===== src/rtl/klein_key_sched.sv =====
// KLEIN-80 decryption key scheduler: expands a master key into NR+1
// round keys, then streams them last-first over a valid/ready handshake.
module klein_key_sched #(
    parameter int NR = 16
) (
    input  logic        clk,
    input  logic        rst,
    input  logic [79:0] key_in,
    input  logic        key_valid,
    output logic        key_ready,
    input  logic        flush,
    output logic [63:0] rk_out,
    output logic [4:0]  rk_index,
    output logic        rk_valid,
    input  logic        rk_ready,
    output logic        rk_last,
    output logic        busy
);

    typedef enum logic [1:0] {
        IDLE,
        EXPAND,
        SERVE
    } state_t;

    state_t      state_q, state_d;
    logic [79:0] k_q, k_d;
    logic [7:0]  r_q, r_d;
    logic [4:0]  idx_q, idx_d;
    logic [63:0] slot_q [NR+1];

    logic        slot_we;
    logic [4:0]  slot_wa;
    logic [63:0] slot_wd;
    logic [79:0] k_step;

    function automatic logic [3:0] sbox(input logic [3:0] x);
        logic [3:0] y;
        case (x)
            4'h0: y = 4'h7;
            4'h1: y = 4'h4;
            4'h2: y = 4'hA;
            4'h3: y = 4'h9;
            4'h4: y = 4'h1;
            4'h5: y = 4'hF;
            4'h6: y = 4'hB;
            4'h7: y = 4'h0;
            4'h8: y = 4'hC;
            4'h9: y = 4'h3;
            4'hA: y = 4'h2;
            4'hB: y = 4'h6;
            4'hC: y = 4'h8;
            4'hD: y = 4'hE;
            4'hE: y = 4'hD;
            default: y = 4'h5;
        endcase
        return y;
    endfunction

    function automatic logic [79:0] step(input logic [79:0] k,
                                         input logic [7:0]  r);
        logic [39:0] a, b, up, dn;
        a  = {k[71:40], k[79:72]};
        b  = {k[31:0], k[39:32]};
        // round counter lands in result bits [63:56]
        up = b ^ {16'd0, r, 16'd0};
        dn = a ^ b;
        for (int i = 4; i < 8; i++) begin
            dn[4*i +: 4] = sbox(dn[4*i +: 4]);
        end
        return {up, dn};
    endfunction

    always_comb begin
        state_d = state_q;
        k_d     = k_q;
        r_d     = r_q;
        idx_d   = idx_q;
        slot_we = 1'b0;
        slot_wa = 5'd0;
        slot_wd = 64'd0;
        k_step  = step(k_q, r_q);
        if (flush) begin
            state_d = IDLE;
            r_d     = 8'd0;
            idx_d   = 5'd0;
        end else begin
            unique case (state_q)
                IDLE: begin
                    if (key_valid) begin
                        k_d     = key_in;
                        r_d     = 8'd1;
                        state_d = EXPAND;
                        slot_we = 1'b1;
                        slot_wd = key_in[79:16];
                    end
                end
                EXPAND: begin
                    k_d     = k_step;
                    slot_we = 1'b1;
                    slot_wa = r_q[4:0];
                    slot_wd = k_step[79:16];
                    if (r_q == 8'(NR)) begin
                        state_d = SERVE;
                        idx_d   = 5'(NR);
                        r_d     = 8'd0;
                    end else begin
                        r_d = r_q + 8'd1;
                    end
                end
                SERVE: begin
                    if (rk_ready) begin
                        if (idx_q == 5'd0) begin
                            state_d = IDLE;
                        end else begin
                            idx_d = idx_q - 5'd1;
                        end
                    end
                end
                default: state_d = IDLE;
            endcase
        end
    end

    always_ff @(posedge clk or posedge rst) begin
        if (rst) begin
            state_q <= IDLE;
            k_q     <= 80'd0;
            r_q     <= 8'd0;
            idx_q   <= 5'd0;
        end else begin
            state_q <= state_d;
            k_q     <= k_d;
            r_q     <= r_d;
            idx_q   <= idx_d;
        end
    end

    // key storage is never reset; contents are only read in SERVE
    always_ff @(posedge clk) begin
        if (slot_we) begin
            slot_q[slot_wa] <= slot_wd;
        end
    end

    assign key_ready = (state_q == IDLE);
    assign busy      = (state_q != IDLE);
    assign rk_valid  = (state_q == SERVE);
    assign rk_out    = rk_valid ? slot_q[idx_q] : 64'd0;
    assign rk_index  = rk_valid ? idx_q : 5'd0;
    assign rk_last   = rk_valid && (idx_q == 5'd0);

endmodule


===== config.mk =====
export PLATFORM = sky130hd
export DESIGN_NAME = klein_key_sched
export DESIGN_NICKNAME = d
export VERILOG_FILES = /design/src/rtl/klein_key_sched.sv
export SDC_FILE = /design/constraint.sdc
export NUM_CORES = 1
export LEC_CHECK = 0
export ABC_CLOCK_PERIOD_IN_PS = 15900
export BUFFER_PORTS_ARGS = -buffer_cell sky130_fd_sc_hd__clkbuf_2
export CORE_ASPECT_RATIO = 1.75
export CORE_UTILIZATION = 54
export CTS_CLUSTER_SIZE = 28
export DETAILED_ROUTE_END_ITERATION = 6
export PLACE_DENSITY = 0.79
export SYNTH_ARGS = -nofsm -noshare
export SYNTH_HDL_FRONTEND = slang
export SYNTH_SLANG_ARGS = --single-unit
export TNS_END_PERCENT = 1

===== constraint.sdc =====
create_clock -name clk -period 15.9 [get_ports clk]
set_input_delay 3.18 -clock clk [delete_from_list [all_inputs] [get_ports clk]]
set_output_delay 3.18 -clock clk [all_outputs]
set_load 0.01 [all_outputs]

==> impl_metrics.toml <==
[outcome]
status = "finished, final reports clean"

[floorplan]
rows = 142
num_io_pins = 158
die_w_um = 225
dieArea_um2 = 88300
die_h_um = 392
core-area_um2 = 86000
initial_core_util = 0.547

[sta]
drv_slew = 0
maxSlewHeadroom = 0.0494
grt_setup_unrepaired = "no"
skew_ns = 0.0269
setup_viol = 0
max_freq_ghz = 0.121
hold_viol = 0
fin_crit_sh = 0.518
min_period_ns = 8.24
worstMarginPinSlew_ns = 1.42
finalSetupTns_ns = 0

[power_and_ir_drop]
p_seq_frac = 0.518
pwr-share-clk = 0.346
totalPowerFinal_w = 0.00718
ir_drop_uv = 87.0
power_density_nw_per_um2 = 136
combPwrFrac = 0.137
swShare = 0.254
p_sw_w = 0.00182
power.leakage_nw = 17.5
p_int_w = 0.00536

[place]
dp_hpwl_mm = 66.0
place_area_um2 = 49400
io_buffer_count = 157
gp_congestion = 0.909

[synthesis]
synth_cells = 2346
syn_avg_cell_area_um2 = 20.0
synth_cell_type_count = 54
syn-num-nets = 2450
synth_area_um2 = 47000
async_flop_share = 0.0803
ys_seq_area_frac = 0.746
yosysWarnings = 0
ys_seq_elements = 1183
synth_top_area_share = 0.695
netlist_top_cells_area = "edfxtp_1 70%, mux4_2 13%, dfrtp_1 5.1%"
synth_enable_flop_cells = 1088
yosys_most_used_dff = "edfxtp_1"
synth_top_cell_by_area = "edfxtp_1"

[setup_path]
worst_setup_path_end_kind = "output pin"
critPathArrivalTime_ns = 5.06
crit_required_ns = 12.72
crit_fanout = 55
start_kind = "register"
crit_type = "reg2out"

[detailed_routing]
drc_errors = 0
drt-pass1-iter-count = 6
ant_nets = 0
viasPerCell = 6.65
drt-initial-drc-count = 3206
wl_per_cell_um = 31.8
num_vias = 25061
wirelength_mm = 120

[clock_tree]
path_clk_slew_ns = 0.07
cts_buffer_depth = 3
cts_sinks = 1183
cts-htree-levels = 3
cts-root-buf = "clkbuf_16"
cts_resized = 0
cts_tree = "yes"
clk_latency_ns = 0.69
numCtsBuffers = 96
hold_buffers = 0
postCtsSetupBuffers = 0

[global_route]
grt_start_max_net_pins = 121
grt_antenna_before_repair = 3
grt_usage = 0.277
grt_overflow = 0
grt_pass1_vias = 25671
grt_pass1_wl_mm = 173

[cells_and_area]
stdcell_area_um2 = 52700
fillerInstances = 5799
finalNetCount = 2642
drive_gt1_frac = 0.292
antenna_cells = 0
syn_to_final_growth_pct = 12.0

[run]
max-cap-violations = 0

[min_path]
hold_class = "reg2reg"
layer usage:
layer	global-route usage	wire length [um]
met3	0.0631	13000
met1	0.368	43600
met5	0	27
met4	0.105	4370
met2	0.449	59000
through the flow:
step / setup WS [ns] / std cells / hold WS (ns) / util
after global routing: 7.32 / 3770 / 0.521 / 0.612
after global placement: 8.40 / 3592 / 0.487 / 0.574
after detailed placement: 8.32 / 3592 / 0.488 / 0.574
final: 7.66 / 3770 / 0.504 / 0.612
after floorplan: 7.98 / 2346 / 0.469 / -
after CTS: 7.52 / 3770 / 0.506 / 0.612
synthesized netlist by cell type (3+ instances only):
library cell  count
a221o_1          64
xor2_1           29
nor3_1            8
inv_1            21
a21o_1           55
o21ai_0          23
a21oi_1          26
buf_1            15
buf_2            25
dfrtp_1          95
nand3_1           5
nand2b_1          5
nor2_1          172
or3_1             3
mux2i_1          65
buf_6            11
a211oi_1         15
inv_2             4
xnor2_1          29
a22oi_1          40
ha_1             19
mux4_2          265
and2_1            4
nand2_1          52
o211ai_1          5
o31ai_1           7
mux2_2           66
nand4_1           3
o22ai_1           3
clkbuf_1         85
edfxtp_1       1088
or2_2             3
o21a_1            4
nor2b_1           3
critical path, cell delays in order, from the launching register on:
cell	delay (ns)
dfrtp_4	1.05
buf_4	0.76
buf_4	0.94
mux4_2	0.63
mux2_2	0.28
a221o_1	0.39
clkbuf_2	0.15
power groups by stage:
| stage | combinational (W) | sequential [W] | clock, W |
|---|---|---|---|
| finish | 0.000981 | 0.00372 | 0.00248 |
| global route | 0.00104 | 0.00373 | 0.00261 |
| CTS | 0.000969 | 0.00372 | 0.00250 |
| detailed placement | 0.000958 | 0.00378 | 0 |
| global placement | 0.000916 | 0.00377 | 0 |
| floorplan | 0.000654 | 0.00372 | 0 |
placed cells by master (no fill, tap or decap), drive strengths merged, types with 10 or more instances in the layout:
master / Yosys / layout
a21oi: 26 / 26
nor2: 172 / 172
xor2: 29 / 29
a22oi: 40 / 40
o21ai: 24 / 24
a21o: 55 / 55
a221o: 64 / 64
mux2i: 65 / 65
edfxtp: 1088 / 1088
xnor2: 29 / 29
buf: 51 / 73
a211oi: 17 / 17
nand2: 52 / 52
bufinv: 0 / 14
clkbuf: 85 / 266
dfrtp: 95 / 95
ha: 19 / 19
mux4: 265 / 265
inv: 25 / 30
clkinv: 0 / 40
clkinvlp: 0 / 10
mux2: 66 / 66
layout make-up:
| class | instances | area (um^2) | area share |
|---|---|---|---|
| Clock buffer | 109 | 2540 | 0.0483 |
| Tap cell | 1152 | 1440 | 0.0274 |
| Inverter | 25 | 96.3 | 0.00183 |
| Sequential cell | 1183 | 35100 | 0.666 |
| Clock inverter | 69 | 727 | 0.0138 |
| Timing Repair Buffer | 230 | 1350 | 0.0256 |
| Multi-Input combinational cell | 1002 | 11400 | 0.217 |
registers in the layout, summed over array words and instances, names as in the netlist:
| signal | cells |
|---|---|
| slot_q | 1088 |
| k_q | 80 |
| r_q | 8 |
| idx_q | 5 |
| state_q | 2 |
worst paths after layout:
kind / from / to / slack, ns / depth (start not counted)
min: k_q[47]$_DFFE_PP0P_ / k_q[47]$_DFFE_PP0P_ / 0.50 / 1
min in group asynchronous: rst / k_q[7]$_DFFE_PP0P_ / 2.50 / 2
max in group asynchronous: rst / idx_q[1]$_DFFE_PP0P_ / 12.05 / 3
max reg2reg: state_q[1]$_DFFE_PP0P_ / slot_q[10][10]$_DFFE_PP_ / 11.84 / 5
max: idx_q[1]$_DFFE_PP0P_ / rk_out[55] / 7.66 / 6
min reg2reg: k_q[47]$_DFFE_PP0P_ / k_q[47]$_DFFE_PP0P_ / 0.50 / 1
cell families (layout without fill, tap and decap cells):
group / after synthesis / count (layout) / synth area share
flip-flops: 1183 / 1183 / 0.746
multiplexers: 396 / 396 / 0.157
AND/OR/NAND/NOR: 271 / 271 / 0.0243
AO/OA/AOI/OAI: 258 / 258 / 0.0423
buffers and inverters: 161 / 433 / 0.0153
XOR/XNOR: 58 / 58 / 0.0108
adder cells (fa/ha/maj): 19 / 19 / 0.00506
(Power assumes the default switching activity.)
